## src/rtl/sram_port_arbiter_if.sv

```systemverilog
// Bundle of the fetch, load/store and SRAM-side signals around the SRAM port arbiter.
// The arbiter uses the slave modport; the surrounding requesters and memory use master.
interface sram_port_arbiter_if #(
  parameter int AW = 32,
  parameter int DW = 32
);
  // Fetch side
  logic              i_req;
  logic [AW-1:0]     i_addr;
  logic              i_gnt;
  logic              i_rvalid;
  logic [DW-1:0]     i_rdata;
  logic              i_flush;
  // Load/store side
  logic              d_req;
  logic [DW/8-1:0]   d_we;
  logic [AW-1:0]     d_addr;
  logic [DW-1:0]     d_wdata;
  logic              d_gnt;
  logic              d_rvalid;
  logic [DW-1:0]     d_rdata;
  // Pipeline stall requests
  logic              stallreq_if;
  logic              stallreq_ls;
  // SRAM side
  logic              sram_en;
  logic [DW/8-1:0]   sram_we;
  logic [AW-1:0]     sram_addr;
  logic [DW-1:0]     sram_wdata;
  logic [DW-1:0]     sram_rdata;

  modport slave (
    input  i_req, i_addr, i_flush,
    input  d_req, d_we, d_addr, d_wdata,
    input  sram_rdata,
    output i_gnt, i_rvalid, i_rdata,
    output d_gnt, d_rvalid, d_rdata,
    output stallreq_if, stallreq_ls,
    output sram_en, sram_we, sram_addr, sram_wdata
  );

  modport master (
    output i_req, i_addr, i_flush,
    output d_req, d_we, d_addr, d_wdata,
    output sram_rdata,
    input  i_gnt, i_rvalid, i_rdata,
    input  d_gnt, d_rvalid, d_rdata,
    input  stallreq_if, stallreq_ls,
    input  sram_en, sram_we, sram_addr, sram_wdata
  );
endinterface

```

## src/rtl/sram_port_arbiter.sv

```systemverilog
// Shares one single-port synchronous SRAM between instruction fetch and load/store,
// one access per cycle, with read data steered to its owner the following cycle.
module sram_port_arbiter #(
  parameter int AW         = 32,
  parameter int DW         = 32,
  parameter int STARVE_MAX = 4
) (
  input  logic                 clk,
  input  logic                 rst_n,
  sram_port_arbiter_if.slave   bus
);

  localparam int         BW         = DW / 8;
  localparam logic [3:0] STARVE_LIM = 4'(STARVE_MAX);

  localparam logic [1:0] OWN_NONE = 2'd0;
  localparam logic [1:0] OWN_INST = 2'd1;
  localparam logic [1:0] OWN_DATA = 2'd2;

  logic [1:0] owner_q, owner_d;
  logic [3:0] starve_q, starve_d;

  logic force_i;
  logic i_gnt;
  logic d_gnt;
  logic d_is_load;

  function automatic logic [3:0] sat_inc(input logic [3:0] v);
    return (v >= STARVE_LIM) ? STARVE_LIM : v + 4'd1;
  endfunction

  // Load/store wins by default; fetch takes the port once it has been refused STARVE_MAX times.
  always_comb begin
    force_i   = (starve_q == STARVE_LIM);
    d_gnt     = rst_n & bus.d_req & ~(force_i & bus.i_req);
    i_gnt     = rst_n & bus.i_req & ~d_gnt;
    d_is_load = (bus.d_we == '0);
  end

  assign bus.i_gnt       = i_gnt;
  assign bus.d_gnt       = d_gnt;
  assign bus.stallreq_if = bus.i_req & ~i_gnt;
  assign bus.stallreq_ls = bus.d_req & ~d_gnt;

  always_comb begin
    bus.sram_en    = i_gnt | d_gnt;
    bus.sram_we    = '0;
    bus.sram_addr  = '0;
    bus.sram_wdata = '0;
    if (d_gnt) begin
      bus.sram_we    = bus.d_we;
      bus.sram_addr  = bus.d_addr;
      bus.sram_wdata = bus.d_wdata;
    end else if (i_gnt) begin
      bus.sram_addr  = bus.i_addr;
    end
  end

  // Stores complete on grant, and a fetch granted alongside a flush is dropped.
  always_comb begin
    owner_d = OWN_NONE;
    if (i_gnt && !bus.i_flush) begin
      owner_d = OWN_INST;
    end else if (d_gnt && d_is_load) begin
      owner_d = OWN_DATA;
    end
  end

  always_comb begin
    starve_d = 4'd0;
    if (bus.i_req && !i_gnt) begin
      starve_d = sat_inc(starve_q);
    end
  end

  always_ff @(posedge clk or negedge rst_n) begin
    if (!rst_n) begin
      owner_q  <= OWN_NONE;
      starve_q <= 4'd0;
    end else begin
      owner_q  <= owner_d;
      starve_q <= starve_d;
    end
  end

  // Read data is shared; the rvalids decide who may consume it.
  assign bus.i_rvalid = (owner_q == OWN_INST) & ~bus.i_flush;
  assign bus.d_rvalid = (owner_q == OWN_DATA);
  assign bus.i_rdata  = bus.sram_rdata;
  assign bus.d_rdata  = bus.sram_rdata;

  logic [BW-1:0] unused_bw;
  assign unused_bw = '0;

endmodule
```

## src/flat_wrapper.sv

```systemverilog
// flat-port wrapper written by rule: the top's interface ports become plain ports
module sram_port_arbiter_flat 
#(
  parameter int AW         = 32,
  parameter int DW         = 32,
  parameter int STARVE_MAX = 4
)
  (clk, rst_n, bus_i_req, bus_i_addr, bus_i_flush, bus_d_req, bus_d_we, bus_d_addr, bus_d_wdata, bus_sram_rdata, bus_i_gnt, bus_i_rvalid, bus_i_rdata, bus_d_gnt, bus_d_rvalid, bus_d_rdata, bus_stallreq_if, bus_stallreq_ls, bus_sram_en, bus_sram_we, bus_sram_addr, bus_sram_wdata);
  sram_port_arbiter_if #(.AW(AW), .DW(DW)) bus_i ();
  input  logic clk;
  input  logic rst_n;
  input wire logic [$bits(bus_i.i_req)-1:0] bus_i_req;
  input wire logic [$bits(bus_i.i_addr)-1:0] bus_i_addr;
  input wire logic [$bits(bus_i.i_flush)-1:0] bus_i_flush;
  input wire logic [$bits(bus_i.d_req)-1:0] bus_d_req;
  input wire logic [$bits(bus_i.d_we)-1:0] bus_d_we;
  input wire logic [$bits(bus_i.d_addr)-1:0] bus_d_addr;
  input wire logic [$bits(bus_i.d_wdata)-1:0] bus_d_wdata;
  input wire logic [$bits(bus_i.sram_rdata)-1:0] bus_sram_rdata;
  output wire logic [$bits(bus_i.i_gnt)-1:0] bus_i_gnt;
  output wire logic [$bits(bus_i.i_rvalid)-1:0] bus_i_rvalid;
  output wire logic [$bits(bus_i.i_rdata)-1:0] bus_i_rdata;
  output wire logic [$bits(bus_i.d_gnt)-1:0] bus_d_gnt;
  output wire logic [$bits(bus_i.d_rvalid)-1:0] bus_d_rvalid;
  output wire logic [$bits(bus_i.d_rdata)-1:0] bus_d_rdata;
  output wire logic [$bits(bus_i.stallreq_if)-1:0] bus_stallreq_if;
  output wire logic [$bits(bus_i.stallreq_ls)-1:0] bus_stallreq_ls;
  output wire logic [$bits(bus_i.sram_en)-1:0] bus_sram_en;
  output wire logic [$bits(bus_i.sram_we)-1:0] bus_sram_we;
  output wire logic [$bits(bus_i.sram_addr)-1:0] bus_sram_addr;
  output wire logic [$bits(bus_i.sram_wdata)-1:0] bus_sram_wdata;
  assign bus_i.i_req = bus_i_req;
  assign bus_i.i_addr = bus_i_addr;
  assign bus_i.i_flush = bus_i_flush;
  assign bus_i.d_req = bus_d_req;
  assign bus_i.d_we = bus_d_we;
  assign bus_i.d_addr = bus_d_addr;
  assign bus_i.d_wdata = bus_d_wdata;
  assign bus_i.sram_rdata = bus_sram_rdata;
  assign bus_i_gnt = bus_i.i_gnt;
  assign bus_i_rvalid = bus_i.i_rvalid;
  assign bus_i_rdata = bus_i.i_rdata;
  assign bus_d_gnt = bus_i.d_gnt;
  assign bus_d_rvalid = bus_i.d_rvalid;
  assign bus_d_rdata = bus_i.d_rdata;
  assign bus_stallreq_if = bus_i.stallreq_if;
  assign bus_stallreq_ls = bus_i.stallreq_ls;
  assign bus_sram_en = bus_i.sram_en;
  assign bus_sram_we = bus_i.sram_we;
  assign bus_sram_addr = bus_i.sram_addr;
  assign bus_sram_wdata = bus_i.sram_wdata;
  sram_port_arbiter #(.AW(AW), .DW(DW), .STARVE_MAX(STARVE_MAX)) u_core (.clk(clk), .rst_n(rst_n), .bus(bus_i));
endmodule
```

## config.mk

```make
export PLATFORM = sky130hd
export DESIGN_NAME = sram_port_arbiter_flat
export DESIGN_NICKNAME = d
export VERILOG_FILES = /design/src/rtl/sram_port_arbiter_if.sv /design/src/rtl/sram_port_arbiter.sv /design/src/flat_wrapper.sv
export SDC_FILE = /design/constraint.sdc
export NUM_CORES = 1
export LEC_CHECK = 0
export BUFFER_PORTS_ARGS = -buffer_cell sky130_fd_sc_hd__buf_4
export CORE_AREA = 2 2 108 110
export DETAILED_ROUTE_END_ITERATION = 10
export DIE_AREA = 0 0 110 112
export GPL_TIMING_DRIVEN = 0
export PLACE_DENSITY = 0.51
export REMOVE_ABC_BUFFERS = 1
export SYNTH_ARGS = -nofsm -noshare
export SYNTH_HDL_FRONTEND = slang
export SYNTH_SLANG_ARGS = --single-unit
```

## constraint.sdc

```tcl
create_clock -name clk -period 4 [get_ports clk]
set_clock_uncertainty 0.2 [all_clocks]
set_input_delay 0.4 -clock clk [delete_from_list [all_inputs] [get_ports clk]]
set_output_delay 0.4 -clock clk [all_outputs]
set_load 0.02 [all_outputs]
```

After elaboration in Yosys (flattened, before gate mapping)
Cells that the tools add are included.
Widths: inputs -> output; s select.
{ "word_totals": {"ff_bits": 6, "wordCells": 34, "in_bits": 137, "out_inout_bits": 139} }
{ "op_classes": {"order_cmp": 1, "addsub": 1, "muxes": 8, "n_reduce_logical": 6, "n_eq_ne": 3, "bitwise_logic": 13} }
{ "op_table": {"columns": ["cell", "count"], "rows": [
  ["$mux 32", 3],
  ["$mux 4", 3],
  ["$and 1x1->1", 8],
  ["$add 4x1->4 const B", 1],
  ["$eq 4x3->1 const B", 1],
  ["$ge 4x3->1 const B", 1],
  ["$logic_not 4->1", 1],
  ["$mux 2", 2],
  ["$not 1->1", 4],
  ["$logic_and 1x1->1", 3],
  ["$eq 2x1->1 const B", 1],
  ["$eq 2x2->1 const B", 1],
  ["$logic_not 1->1", 2],
  ["$or 1x1->1", 1]
]} }

Logic depth before layout (Yosys ltp)
Gate-level depths: netlist of run 1.
{ "depth": {"word_depth": 9, "depth_mapped": 7, "ltp_nobuf": 5} }

Worst setup path after synthesis of run 1
Ideal clock, no wire load.
{ "synth_path": {"path_kind": "register to output", "from": "register u_core.starve_q[0]", "to": "output port bus_sram_addr[0]", "stages_incl_launch_ff": 8, "path_buffers": 2, "arrival_time_ns": 1.407, "t_required_ns": 3.400, "path_slack_ns": 1.993, "path_cell_list": "dfrtp_1 > inv_1 > ha_1 > nand3b_1 > o211a_1 > buf_6 > buf_6 > a22o_1"} }
{ "synth_between": {"elab_chain_len": 8} }
{ "synth_lines": {"columns": ["element", "line", "rtl"], "rows": [
  ["start: declaration", "sram_port_arbiter.sv:21", "logic [3:0] starve_q, starve_d;"],
  ["start signal: assignment", "sram_port_arbiter.sv:82", "starve_q <= starve_d;"],
  ["$eq 4x3->1 *", "sram_port_arbiter.sv:34", "force_i = (starve_q == STARVE_LIM);"],
  ["$and 1x1->1 *", "sram_port_arbiter.sv:35", "d_gnt = rst_n & bus.d_req & ~(force_i & bus.i_req);"],
  ["$not 1->1 *", "sram_port_arbiter.sv:35", null],
  ["$and 1x1->1 *", "sram_port_arbiter.sv:35", null],
  ["$not 1->1", "sram_port_arbiter.sv:36", "i_gnt = rst_n & bus.i_req & ~d_gnt;"],
  ["$and 1x1->1", "sram_port_arbiter.sv:36", null],
  ["$mux 32", "sram_port_arbiter.sv:54", "end else if (i_gnt) begin"],
  ["$mux 32 *", "sram_port_arbiter.sv:50", "if (d_gnt) begin"],
  ["end: declaration", "flat_wrapper.sv:30", "output wire logic [$bits(bus_i.sram_addr)-1:0] bus_sram_addr;"]
]} }
Every way passes the cells marked *; elsewhere a longest branch is shown, timed or not.

Worst setup path in the final report of run 1
{ "layout_path": {"from": "input port rst_n", "to": "output port bus_sram_addr[28]"} }
{ "layout_between": {"elab_chain_len": 6, "elab_cells_between_ends": 7, "cone_classes": "mux: 2; bitwise: 5"} }
{ "layout_lines": {"columns": ["element", "line", "rtl"], "rows": [
  ["start: declaration", "flat_wrapper.sv:11", "input logic rst_n;"],
  ["$and 1x1->1 (2 in series)", "sram_port_arbiter.sv:35", null],
  ["$not 1->1", "sram_port_arbiter.sv:36", null],
  ["$and 1x1->1", "sram_port_arbiter.sv:36", null],
  ["$mux 32", "sram_port_arbiter.sv:54", null],
  ["$mux 32 *", "sram_port_arbiter.sv:50", null]
]} }
Marks and branches as above.

==> results of run 1 <==
-- metrics by stage --
step / setup slack, ns / hold WS (ns)
finish: 1.11 / 0.137
global route: 0.986 / 0.138
CTS: 1.07 / 0.134
detailed placement: 1.49 / 0.0208
global placement: -0.345 / 0.0227
floorplan: 0.655 / -0.0956
-- cells in the final DEF, fill, tap and decap left out --
| cell type | Yosys | final |
|---|---|---|
| buf_16 | 0 | 1 |
| and2_1 | 37 | 37 |
| dfrtp_1 | 6 | 6 |
| buf_4 | 66 | 179 |
| ha_1 | 2 | 2 |
| dlygate4sd3_1 | 0 | 1 |
| nor4_1 | 3 | 3 |
| o211a_2 | 0 | 1 |
| buf_12 | 0 | 1 |
| clkbuf_16 | 0 | 3 |
| inv_1 | 3 | 3 |
| nand3b_1 | 1 | 1 |
| nor3_1 | 2 | 2 |
| nor3b_1 | 1 | 1 |
| a21oi_4 | 0 | 1 |
| conb_1 | 1 | 1 |
| nor2_1 | 1 | 1 |
| nand2_1 | 3 | 3 |
| nor2b_1 | 3 | 3 |
| o21a_1 | 1 | 1 |
| a22o_1 | 32 | 32 |
-- cell type report --
| class | instances | area [µm²] |
|---|---|---|
| Clock buffer | 3 | 75.1 |
| Fill cell | 1220 | 8710 |
| Inverter | 3 | 11.3 |
| Multi-Input combinational cell | 89 | 652 |
| Sequential cell | 6 | 150 |
| Tap cell | 143 | 179 |
| Timing Repair Buffer | 182 | 1400 |
-- repair_timing --
action                                  in CTS  in global routing
endpoints found under the setup margin       0                  0
hold buffers                                 1                  0
hold endpoints to repair                     6                  0
gates resized for setup                      0                  0
-- flip-flops by register name (all words and copies together), names as in the netlist --
register and flops:
u_core.starve_q 4, u_core.owner_q 2
-- synthesized netlist by cell type, drive strengths merged --
cell type,count
dfrtp,6
nand2,3
ha,2
a21oi,1
nor2b,3
a22o,32
nor4,3
nor3,2
clkbuf,2
and2,37
nor2,1
inv,3
conb,1
o21a,1
buf,74
nor3b,1
o211a,1
nand3b,1
-- worst paths after layout --
kind / from / end / depth (start not counted)
worst max-delay path: rst_n / bus_sram_addr[28] / 7
worst min-delay path: bus_i_flush / u_core.owner_q[0] / 2
worst max register to register: u_core.starve_q[0] / u_core.owner_q[0] / 6
worst min register to register: u_core.starve_q[3] / u_core.starve_q[0] / 1
max in group asynchronous: rst_n / u_core.owner_q[0] / 2
min in group asynchronous: rst_n / u_core.starve_q[0] / 2
-- cells by family after synthesis --
group,Yosys count,synth area share (%)
buffers and inverters,79,42.5
adders and majority gates,2,1.82
and+or+nand+nor,51,22.5
other,1,0.272
AOI/OAI and AO/OA,35,22.0
DFF,6,10.9
-- metal layers --
layer	track usage [%]	routed length, µm
met5	7.98	67
met4	3.21	87
met3	10.0	1410
met2	15.4	3250
met1	14.4	3040
-- critical path, cell delays in order --
cell	delay [ns]
dlygate4sd3_1	0.53
buf_4	0.16
nand2_1	0.09
a21oi_4	0.54
buf_16	0.23
a22o_1	0.17
buf_4	0.15
-- power groups by stage --
stage	logic, mW	registers (mW)	clock network [mW]
after floorplan	0.101	0.0657	0
after global placement	0.254	0.0661	0
after detailed placement	0.261	0.0661	0
after CTS	0.262	0.0654	0.165
after global routing	0.277	0.0659	0.166
final	0.259	0.0656	0.161
==> results.md, run 1 <==
- Run status: complete, no violations
- Core area: 11200 µm²
- Post-detail-place hpwl: 6690 µm
- P_int: 0.335 mW
- Vias in the first global route: 1681
- Wire length per cell: 18.4 µm
- Worst rel slew slack: 54.7%
- Fin util: 22.1%
- Startpoint Class: input pin
- Setup_tns: 0 ns
- 1st-iter DRT viols: 41
- Syn avg cell area: 7.91 µm²
- Buffers added on ports: 179
- H-tree depth: 1
- Power Total: 0.486 mW
- Worst vdd ir: 84.9 µV
- Nets: 424
- Largest cells by area after synthesis: buf_4 (36%), a22o_1 (20%), and2_1 (17%), dfrtp_1 (11%), buf_6 (4.1%)
- ANT cells: 0
- Total number of vias: 1671
- Synth area leader: buf_4
- Die height: 112 µm
- Crit Path Class: input pin to primary output
- CP Capture Type: primary output
- Synth Instances: 174
- Critical path data required time: 3.40 ns
- CP arrival: 2.29 ns
- Initial antenna violation count: 0
- Yosys Warn Count: 0
- Clock-pin slew on the worst setup and hold paths: 0.03 ns
- RSZ-0062 raised after global routing: false
- Setup bufs post-CTS: 0
- P_leak: 1.31 nW
- Cell area power density: 197 nW/µm²
- Fin crit share: 72.2%
- WL final: 7850 µm
- Cell Area, Synth: 1380 µm²
- Longest Clk Path Bufs: 2
- Yosys cell types: 20
- DR pass1 iterations: 4
- Largest net degree at the start of global routing: 61
- Die W: 110 µm
- Die area: 12300 µm²
- Worst slew pin tran: 0.678 ns
- Clk_lat worst skew: 0.23 ns
- DR DRC count: 0
- Num ports: 276
- Fin. max-slew vios: 0
- Crit path time final: 2.89 ns
- First-pass GRT wire length: 10600 µm
- Placed cells: 422
- Clock tree root buffer cell: clkbuf_16
- FMAX: 346 MHz
- # setup viols final: 0
- Cell Count, Final, Fillers Out: 426
- Sw frac: 31.1%
- Seq/Total Area, Yosys: 10.9%
- Total track usage: 12.0%
- Row count: 39
- Sequential Power Share: 13.5%
- Layout cells sized above 1: 65.7%
- #FFs+latches synth: 6
- Comb power frac: 53.3%
- Yosys top cell area share: 36.0%
- Worst min-delay path class: input pin to flip-flop
- Initial Utilization: 12.3%
- GPL Wtd Cong: 0.674
- Crit-path max FO: 21
- P&R area growth vs syn: 79.4%
- Total net switching power: 0.151 mW
- Clk sink count: 6
- Final global-route overflow total: 0
- Clock Power Share: 33.2%
- CTS tree: done
- Final design area excluding fillers: 2470 µm²
- R2r setup slk: 2.01 ns
- Placed Area: 2380 µm²
- Num CTS Buffers: 3
- Post-DRT Antenna Nets: 0
- Hold Fails Final Rpt: 0
- Post-DR vias/cell: 3.92
- Total of max-cap violations: 0
Note: power is estimated with default switching activity, not from simulation.
==> run 2, diff against run 1 <==
Settings changed: CORE_AREA 2 2 108 110 to 2 2 106 108, DIE_AREA 0 0 110 112 to 0 0 108 110, PLACE_DENSITY 0.51 to 0.52.
Clock period 4 ns to 2.7 ns, I/O delays scaled along.
==> run 2 against run 1 <==
Register-to-register slack got worse by 1.0 ns. Clock power decreased by 19%. Wire length decreased by 6.4%. Worst setup slack got worse by 0.93 ns. Worst hold slack got worse by 0.016 ns. Combinational power increased by 47%. Non-clock buffer count increased by 1. Final cell count decreased by 0.47%. Die area decreased by 3.6%. Clock-buffer cell count unchanged. Critical endpoint is now bus_sram_addr[2]. Largest cell class unchanged. Highest routed layer unchanged.
==> results.md, run 2 (synthesis results as in run 1) <==
- Reg-to-Reg End: u_core.starve_q[1]
- Clock Power Share: 21.5% (-12 points)
- Startpoint Class: input pin
- Max reg flops: 4 (unchanged)
- Crit Path Class: input pin to primary output
- Slowest CP cell: dlygate4sd3_1
- Critical path data required time: 2.23 ns (-1.17 ns)
- CP arrival: 2.05 ns (-0.24 ns)
- Sequential Power Share: 15.9% (+2.4 points)
- FMAX: 396 MHz
- Core area: 10700 µm² (-4.3%)
- Setup bufs post-CTS: 0 (unchanged)
- Clock-pin slew on the worst setup and hold paths: 0.03 ns (about the same)
- First-pass GRT wire length: 9420 µm (-11%)
- DR DRC count: 0 (unchanged)
- Fin. max-slew vios: 0 (unchanged)
- Num ports: 276 (unchanged)
- Total net switching power: 0.207 mW (+37%)
- Commonest non-fill, non-tap cell in the layout: buf_4
- Buffers added on ports: 179 (unchanged)
- Fin util: 22.9% (+0.80 points)
- FILL cells: 1162 (-4.8%)
- Total number of vias: 1741 (+4.2%)
- Met2 Use GR: 14.4% (-1.0 points)
- Largest register by flop count: u_core.starve_q
- R2r setup slk: 1.01 ns (-1.00 ns)
- Final global-route overflow total: 0 (unchanged)
- WL final: 7350 µm (-6.4%)
- Met3 usage: 11.4% (+1.4 points)
- Hold Fails Final Rpt: 0 (unchanged)
- ANT cells: 0 (unchanged)
- P_int: 0.403 mW (+20%)
- DR pass1 iterations: 4 (unchanged)
- CP Capture Type: primary output
- CP bufs+invs: 4 (unchanged)
- Vias in the first global route: 1605 (-4.5%)
- Nets: 425 (+0.24%)
- Reg-to-Reg Start: u_core.starve_q[0]
- R2R depth: 5 (-1)
- Initial Utilization: 12.9% (+0.55 points)
- H-tree depth: 1 (unchanged)
- Num CTS Buffers: 3 (unchanged)
- 1st-iter DRT viols: 48 (+17%)
- Crit path capture: bus_sram_addr[2]
- Worst min-delay path class: input pin to flip-flop
- # setup viols final: 0 (unchanged)
- Crit path largest cell delay: 0.54 ns (about the same)
- Reg area: 150 µm² (unchanged)
- Post-DRT Antenna Nets: 0 (unchanged)
- Ordered list of cells on the worst path: dlygate4sd3_1 > buf_4 > nand2_1 > a21oi_4 > buf_16 > a22o_1 > buf_4
- Worst hold margin: 0.121 ns (-0.0163 ns)
- Crit-path max FO: 26 (+24%)
- Post-DR vias/cell: 4.11 (+4.7%)
- Clk_lat worst skew: 0.22 ns (about the same)
- Comb power frac: 62.6% (+9.3 points)
- Clk sink count: 6 (unchanged)
- Initial antenna violation count: 1 (+1)
- WP depth: 7 (unchanged)
- CTS tree: done
- RSZ-0062 raised after global routing: false
- Die area: 11900 µm² (-3.6%)
- Fin crit share: 93.4%
- Worst path most repeated cell: buf_4
- Clock tree root buffer cell: clkbuf_8
- Die height: 110 µm (-1.8%)
- Grt met1 use: 11.8% (-2.6 points)
- Layout cells sized above 1: 65.5% (-0.23 points)
- Most frequent cells in the layout: buf_4 (179), and2_1 (37), a22o_1 (32), dfrtp_1 (6)
- Gr busiest metal: met2
- WHS Path Cells: 3 (+1)
- Row count: 38 (-2.6%)
- Total track usage: 11.0% (-1.1 points)
- GPL Wtd Cong: 0.688 (+2.1%)
- Worst setup startpoint: rst_n
- Largest regs: u_core.starve_q (4), u_core.owner_q (2)
- Total of max-cap violations: 0 (unchanged)
- P_leak: 1.30 nW (-0.76%)
- Longest Clk Path Bufs: 2 (unchanged)
- Post-detail-place hpwl: 6290 µm (-5.9%)
- Wire length per cell: 17.3 µm (-5.9%)
- Setup_tns: 0 ns (unchanged)
- Die W: 108 µm (-1.8%)
- Run status: complete, no violations
- Sw frac: 33.9% (+2.8 points)
- Crit path max-delay family: buffers and inverters
- Multi-input logic area: 659 µm² (+1.2%)
- Worst vdd ir: 126 µV (+49%)
- Largest net degree at the start of global routing: 43 (-30%)
- P&R area growth vs syn: 77.9%
- Crit path time final: 2.52 ns
- Cell area power density: 249 nW/µm² (+27%)
==> run 2: changes by cell type in the layout (fill, tap and decap cells not counted), sizes merged <==
cell | before | now
dlygate4sd3 | 1 | 2
==> run 2: cell type report <==
type,instances,share of cell area [%]
repair buffers,183,57.6
multi-input cells,89,26.9
well taps,140,7.15
flip-flops and latches,6,6.13
clock buffers,3,1.69
inverters,3,0.460
==> run 2: worst min-delay path by stage <==
| stage | startpoint | slack [ns] | endpoint |
|---|---|---|---|
| 2_1_floorplan | rst_n | -0.23 | u_core.owner_q[0] |
| 4_1_cts | bus_i_flush | 0.001 | u_core.owner_q[0] |
| 5_1_grt | bus_i_req | 0.13 | u_core.starve_q[1] |
| 3_5_place_dp | rst_n | -0.10 | u_core.starve_q[2] |
| 3_3_place_gp | rst_n | -0.10 | u_core.starve_q[2] |
| 6_report | bus_i_req | 0.12 | u_core.starve_q[0] |
==> run 2: power groups by stage <==
stage               clock network (mW)  registers [mW]  logic [mW]
floorplan                            0          0.0974       0.150
CTS                              0.138          0.0967       0.386
finish                           0.131          0.0969       0.382
global route                     0.147          0.0974       0.410
detailed placement                   0          0.0979       0.384
global placement                     0          0.0978       0.373
==> run 2: layer usage <==
layer,up-vias,wire length [µm]
met2,218,2920
met4,4,55
met3,10,1630
met5,-,96
met1,767,2650
li1,742,-
==> run 2: what timing repair did <==
action,in CTS,in global routing
endpoints found under the setup margin,0,40
hold endpoints to repair,6,1
resized for setup,0,1
hold buffers,1,1
==> run 2: worst reg2reg max path, stage by stage (launching register included) <==
cell,delay (ns)
dfrtp_1,0.37
inv_1,0.08
ha_1,0.15
nand3b_1,0.16
a21oi_4,0.47
nor4_1,0.12
==> run 2: through the flow <==
| stage | instance area (µm²) | total power [mW] | std cells | setup slack [ns] |
|---|---|---|---|---|
| finish | 2450 | 0.610 | 424 | 0.177 |
| global placement | 2320 | 0.471 | 417 | -1.39 |
| global route | 2450 | 0.655 | 424 | 0.0461 |
| detailed placement | 2380 | 0.482 | 419 | 0.259 |
| CTS | 2430 | 0.621 | 423 | 0.0120 |
| floorplan | 802 | 0.247 | 98 | -0.515 |
